### src/rtl/health_link_pkg.sv
// Shared definitions for the menu request link: frame fields, FSM states and frame validation.
package health_link_pkg;

  localparam int unsigned BYTE_W = 8;

  localparam logic [1:0] SALA_1    = 2'b01;
  localparam logic [1:0] SALA_2    = 2'b10;
  localparam logic [1:0] SENS_NONE = 2'b00;
  localparam logic [1:0] SENS_TEMP = 2'b01;
  localparam logic [1:0] SENS_HUM  = 2'b10;
  localparam logic [BYTE_W-1:0] PAYLOAD_REQ = 8'h00;
  localparam logic [BYTE_W-1:0] ACK_BYTE    = 8'h00;

  typedef struct packed {
    logic [3:0] rsvd;
    logic [1:0] sensor;
    logic [1:0] sala;
  } req_hdr_t;

  typedef enum logic [2:0] {
    ST_IDLE,
    ST_WAIT_PL,
    ST_SEND_H,
    ST_WAIT_H,
    ST_SEND_D,
    ST_WAIT_D
  } link_state_e;

  // A request is accepted only for a known room, a known sensor and the fixed payload.
  function automatic logic frame_valid(input logic [BYTE_W-1:0] header,
                                       input logic [BYTE_W-1:0] payload);
    req_hdr_t h;
    h = req_hdr_t'(header);
    return (h.rsvd == 4'h0) &&
           ((h.sala == SALA_1) || (h.sala == SALA_2)) &&
           ((h.sensor == SENS_NONE) || (h.sensor == SENS_TEMP) || (h.sensor == SENS_HUM)) &&
           (payload == PAYLOAD_REQ);
  endfunction

endpackage

### src/rtl/link_timeout_timer.sv
// Inter-byte timeout counter: load clears, run counts up, tc_c flags the terminal count.
module link_timeout_timer #(
  parameter int unsigned TIMEOUT_CYCLES = 250_000
) (
  input  logic clk,
  input  logic rst_n,
  input  logic load_i,
  input  logic run_i,
  output logic tc_c
);

  localparam int unsigned CNT_W = (TIMEOUT_CYCLES > 2) ? $clog2(TIMEOUT_CYCLES) : 1;
  localparam logic [CNT_W-1:0] TC_VAL = CNT_W'(TIMEOUT_CYCLES - 1);

  logic [CNT_W-1:0] cnt_q, cnt_d;

  assign tc_c = (cnt_q == TC_VAL);

  // Count holds at terminal value so it never wraps back to zero.
  always_comb begin
    cnt_d = cnt_q;
    if (load_i) begin
      cnt_d = '0;
    end else if (run_i && !tc_c) begin
      cnt_d = cnt_q + CNT_W'(1);
    end
  end

  always_ff @(posedge clk or negedge rst_n) begin
    if (!rst_n) cnt_q <= '0;
    else        cnt_q <= cnt_d;
  end

endmodule

### src/rtl/sensor_req_responder.sv
// Remote end of the menu request link: decodes 2-byte requests and replies with header echo plus sensor value.
module sensor_req_responder
  import health_link_pkg::*;
#(
  parameter int unsigned CLK_FREQ       = 25_000_000,
  parameter int unsigned TIMEOUT_CYCLES = CLK_FREQ / 100
) (
  input  logic       clk,
  input  logic       rst_n,
  input  logic       rx_valid,
  input  logic [7:0] rx_byte,
  input  logic       tx_done_pulse,
  input  logic [7:0] s1_temp,
  input  logic [7:0] s1_hum,
  input  logic [7:0] s2_temp,
  input  logic [7:0] s2_hum,
  output logic       tx_start,
  output logic [7:0] tx_byte,
  output logic [1:0] req_sala,
  output logic [1:0] req_sensor,
  output logic       busy,
  output logic       frame_err,
  output logic [7:0] err_count
);

  link_state_e state_q, state_d;
  req_hdr_t    hdr_q, hdr_d;
  logic [7:0]  snap_q, snap_d;
  logic        tx_start_q, tx_start_d;
  logic [7:0]  tx_byte_q, tx_byte_d;
  logic [1:0]  req_sala_q, req_sala_d;
  logic [1:0]  req_sensor_q, req_sensor_d;
  logic        busy_q, busy_d;
  logic        frame_err_q, frame_err_d;
  logic [7:0]  err_cnt_q, err_cnt_d;

  logic        tmr_load_c, tmr_run_c, tmr_tc_c;
  logic [7:0]  data_sel_c;

  link_timeout_timer #(
    .TIMEOUT_CYCLES(TIMEOUT_CYCLES)
  ) u_timeout (
    .clk    (clk),
    .rst_n  (rst_n),
    .load_i (tmr_load_c),
    .run_i  (tmr_run_c),
    .tc_c   (tmr_tc_c)
  );

  // Reply data byte, chosen from the stored header at snapshot time.
  always_comb begin
    data_sel_c = ACK_BYTE;
    if (hdr_q.sensor == SENS_TEMP) begin
      data_sel_c = (hdr_q.sala == SALA_1) ? s1_temp : s2_temp;
    end else if (hdr_q.sensor == SENS_HUM) begin
      data_sel_c = (hdr_q.sala == SALA_1) ? s1_hum : s2_hum;
    end
  end

  always_comb begin
    state_d      = state_q;
    hdr_d        = hdr_q;
    snap_d       = snap_q;
    tx_start_d   = 1'b0;
    tx_byte_d    = tx_byte_q;
    req_sala_d   = req_sala_q;
    req_sensor_d = req_sensor_q;
    busy_d       = busy_q;
    frame_err_d  = 1'b0;
    tmr_load_c   = 1'b0;
    tmr_run_c    = 1'b0;

    case (state_q)
      ST_IDLE: begin
        if (rx_valid) begin
          hdr_d      = req_hdr_t'(rx_byte);
          busy_d     = 1'b1;
          tmr_load_c = 1'b1;
          state_d    = ST_WAIT_PL;
        end
      end
      ST_WAIT_PL: begin
        tmr_run_c = 1'b1;
        // A payload byte arriving on the terminal-count cycle still gets validated.
        if (rx_valid) begin
          if (frame_valid(8'(hdr_q), rx_byte)) begin
            req_sala_d   = hdr_q.sala;
            req_sensor_d = hdr_q.sensor;
            snap_d       = data_sel_c;
            tx_start_d   = 1'b1;
            tx_byte_d    = 8'(hdr_q);
            state_d      = ST_SEND_H;
          end else begin
            frame_err_d = 1'b1;
            busy_d      = 1'b0;
            state_d     = ST_IDLE;
          end
        end else if (tmr_tc_c) begin
          frame_err_d = 1'b1;
          busy_d      = 1'b0;
          state_d     = ST_IDLE;
        end
      end
      ST_SEND_H: state_d = ST_WAIT_H;
      ST_WAIT_H: begin
        if (tx_done_pulse) begin
          tx_start_d = 1'b1;
          tx_byte_d  = snap_q;
          state_d    = ST_SEND_D;
        end
      end
      ST_SEND_D: state_d = ST_WAIT_D;
      ST_WAIT_D: begin
        if (tx_done_pulse) begin
          tx_byte_d = 8'h00;
          busy_d    = 1'b0;
          state_d   = ST_IDLE;
        end
      end
      default: state_d = ST_IDLE;
    endcase

    err_cnt_d = err_cnt_q;
    if (frame_err_d && (err_cnt_q != 8'hFF)) begin
      err_cnt_d = err_cnt_q + 8'd1;
    end
  end

  always_ff @(posedge clk or negedge rst_n) begin
    if (!rst_n) begin
      state_q      <= ST_IDLE;
      hdr_q        <= '0;
      snap_q       <= '0;
      tx_start_q   <= 1'b0;
      tx_byte_q    <= '0;
      req_sala_q   <= '0;
      req_sensor_q <= '0;
      busy_q       <= 1'b0;
      frame_err_q  <= 1'b0;
      err_cnt_q    <= '0;
    end else begin
      state_q      <= state_d;
      hdr_q        <= hdr_d;
      snap_q       <= snap_d;
      tx_start_q   <= tx_start_d;
      tx_byte_q    <= tx_byte_d;
      req_sala_q   <= req_sala_d;
      req_sensor_q <= req_sensor_d;
      busy_q       <= busy_d;
      frame_err_q  <= frame_err_d;
      err_cnt_q    <= err_cnt_d;
    end
  end

  assign tx_start   = tx_start_q;
  assign tx_byte    = tx_byte_q;
  assign req_sala   = req_sala_q;
  assign req_sensor = req_sensor_q;
  assign busy       = busy_q;
  assign frame_err  = frame_err_q;
  assign err_count  = err_cnt_q;

endmodule

### config.mk
export PLATFORM = sky130hd
export DESIGN_NAME = sensor_req_responder
export DESIGN_NICKNAME = d
export VERILOG_FILES = /design/src/rtl/health_link_pkg.sv /design/src/rtl/link_timeout_timer.sv /design/src/rtl/sensor_req_responder.sv
export SDC_FILE = /design/constraint.sdc
export NUM_CORES = 1
export LEC_CHECK = 0
export BUFFER_PORTS_ARGS = -buffer_cell sky130_fd_sc_hd__buf_2
export CORE_MARGIN = 1.5
export CORE_UTILIZATION = 50
export CTS_CLUSTER_DIAMETER = 200
export DETAILED_ROUTE_END_ITERATION = 10
export PLACE_DENSITY_LB_ADDON = 0.3
export SYNTH_ARGS = -nofsm -noshare
export SYNTH_HDL_FRONTEND = slang
export SYNTH_HIERARCHICAL = 1
export SYNTH_SLANG_ARGS = --single-unit
### constraint.sdc
create_clock -name clk -period 6.6 [get_ports clk]
set_input_delay 0.33 -clock clk [delete_from_list [all_inputs] [get_ports clk]]
set_output_delay 0.33 -clock clk [all_outputs]
set_load 0.005 [all_outputs]
==> run metrics <==
status=complete, no violations; Storage cell area=0.00150 mm2; cts bufs inserted=9; final hold vios=0; MaxCap Viol Count=0; Post-synth ARST share=100%; DP HPWL=4.50 mm; core area=0.00606 mm2; commonest cells in the netlist=60 x dfrtp_1, 20 x mux2_2, 20 x nor2_1, 19 x nand2_1, 15 x mux2i_1; Setup CP Type=flop to flop; H-tree Lvls=3; Routed WL per cell=14.4 um; Clk Tree Root Cell=clkbuf_8; Mapped Cells=301; hold-fix buffers at CTS=0; Syn Area/Cell=10.6 um2; ANT nets after route=0; height of the die=83.0 um; Top FF cell, synth=dfrtp_1; Tcrit/Tclk final=43.7%; Worst Skew=10.1 ps; count leader, synth=dfrtp_1; Power Density=302 mW/mm2; final cell count without fillers=445; Distinct cells, synth=52; slew margin rel.=43.3%; internal reg-to-reg setup slack=3720 ps; number of port buffers=66; Max Buffers Root-to-Sink=2; Inserted Diodes=0; GR Overflow Total=0; worst r2r path cells=8; GRT Total Usage=20.1%; Reg clk slew, reported paths=70 ps; Worst setup SP type=flop; worst reg2reg startpoint=u_timeout/cnt_q[11]; Synth area leader=dfrtp_1; Max Slew Vio Count=0; vias in the first global route=2494; post-synthesis register bit count=60; # IOs=67; wirelength, routed=6.40 mm; Area Overhead vs Synth=17.2%; Syn Nets=348; VDD IR max=0.257 mV; largest net degree at the start of global routing=61; Via density=5.72; drt drc=0; crit path capture=err_count[1]; Die W=83.0 um; EDFF count, synth=0; Post-CTS Resized=0; Placer Congestion=0.891; CTS tree=built; register area share after synthesis=46.9%; CP Max Fanout=5; P_leak=1.76 nW; Setup Viol. Count Final=0; layout filler cell count=516; CP Data Arrival Time=3100 ps; placed cell count=430; yosys synthesis warning count=6; DIE AREA=0.00689 mm2; Tmin final=2880 ps; Setup Buffers After CTS=0; area of the multi-input gates=0.00156 mm2; Critical Path RT=6820 ps; starting density of the core=52.8%; layout cells sized above 1=31.9%; first-pass GRT wire length=11.4 mm; Tightest Pin Transition=851 ps; DR vias=2547; final setup TNS=0 ps; dominant cells by area after synthesis=dfrtp_1 47%, mux2_2 7.0%, mux2i_1 4.7%, xor2_1 2.5%, nor2_1 2.3%; DR pass1 iterations=4; DRT iter0 DRCs=145; crit path from=u_timeout/cnt_q[11]; top cell type's share of synthesized area=46.9%; Final #Nets=413; RSZ-0062 raised after global routing=false; Worst-Skew Late Latency=330 ps; Fmax=347 MHz; Critical R2R Capture=err_count[1]; HP Class=primary input to asynchronous set/reset pin; critical path capture point type=flop; initial antenna violation count=0; CTS Sinks=60; Post-Synthesis Cell Area=0.00320 mm2; row cnt=28
==> stage by stage <==
step,cell area [um2],hold WS (ps),total power [mW],util [%],worst slack (ps)
2_1_floorplan,3200,34.4,0.699,-,3870
3_3_place_gp,3550,483,0.780,58.5,3760
3_5_place_dp,3550,490,0.792,58.5,3730
4_1_cts,3750,172,1.14,61.9,3720
5_1_grt,3750,218,1.21,61.9,3600
6_report,3750,144,1.13,61.9,3720
==> logic make-up (layout without fill, tap and decap cells) <==
kind of cell	count (synthesis)	after routing	synth area share, %
xor gates and xnor gates	15	15	4.10
and+or+nand+nor	111	111	19.7
DFF	60	60	46.9
buffers and inverters	23	92	4.49
AOI/OAI and AO/OA	54	54	12.0
adders and majority gates	3	3	1.17
muxes	35	35	11.7
==> worst min path at each step <==
stage | slack [ps] | to | startpoint
6_report | 140 | snap_q[7] | rst_n
5_1_grt | 220 | snap_q[7] | rst_n
4_1_cts | 170 | u_timeout/cnt_q[6] | rst_n
3_5_place_dp | 490 | req_sensor[0] | req_sensor[0]
3_3_place_gp | 480 | req_sensor[1] | req_sensor[1]
2_1_floorplan | 30 | busy | rst_n
==> layout by cell type (no fill, tap or decap), drive strengths merged, types with 6 or more instances in the layout <==
master,n
nand3,12
dfrtp,60
buf,68
mux2,20
mux2i,15
a21oi,13
nor3,11
nand2,20
o22ai,8
inv,8
nor2,21
clkbuf,10
nand4,7
xor2,9
o31ai,7
xnor2,6
==> sequential cells by signal, indices dropped and copies added, names as in the netlist, 2 cells and up <==
register and cells:
err_count 8, hdr_q 8, req_sala 2, req_sensor 2
snap_q 8, state_q 3, tx_byte 8, u_timeout/cnt_q 18
==> per-layer routing <==
| metal | vias up | global-route usage, % | routed length [um] |
|---|---|---|---|
| li1 | 1241 | - | - |
| met1 | 1249 | 27.5 | 3080 |
| met2 | 50 | 31.1 | 2910 |
| met3 | 7 | 4.27 | 297 |
| met4 | 0 | 8.79 | 106 |
| met5 | - | 0 | 0 |
==> worst max-delay path, cell delays in order (launching register included) <==
cell and delay [ps]:
dfrtp_1 430, or4_1 510, or4_1 630, or2_4 320
inv_1 90, or2_2 130, o311ai_4 130, nor2_1 190
mux2_2 350
==> final cells by class <==
cell class / instances / share of cell area, %
clock inverters: 5 / 2.07
multi-input cells: 218 / 41.6
flip-flops and latches: 60 / 40.0
clock buffers: 10 / 3.40
repair buffers: 68 / 9.20
inverters: 9 / 1.23
well taps: 75 / 2.50
==> power by group <==
part	leakage, nW	switching (mW)	total, mW	internal, mW
Combinational	0.873	0.144	0.288	0.144
Sequential	0.788	0.0640	0.496	0.432
Clock	0.102	0.140	0.349	0.209
Note: power is estimated with default switching activity, not from simulation.
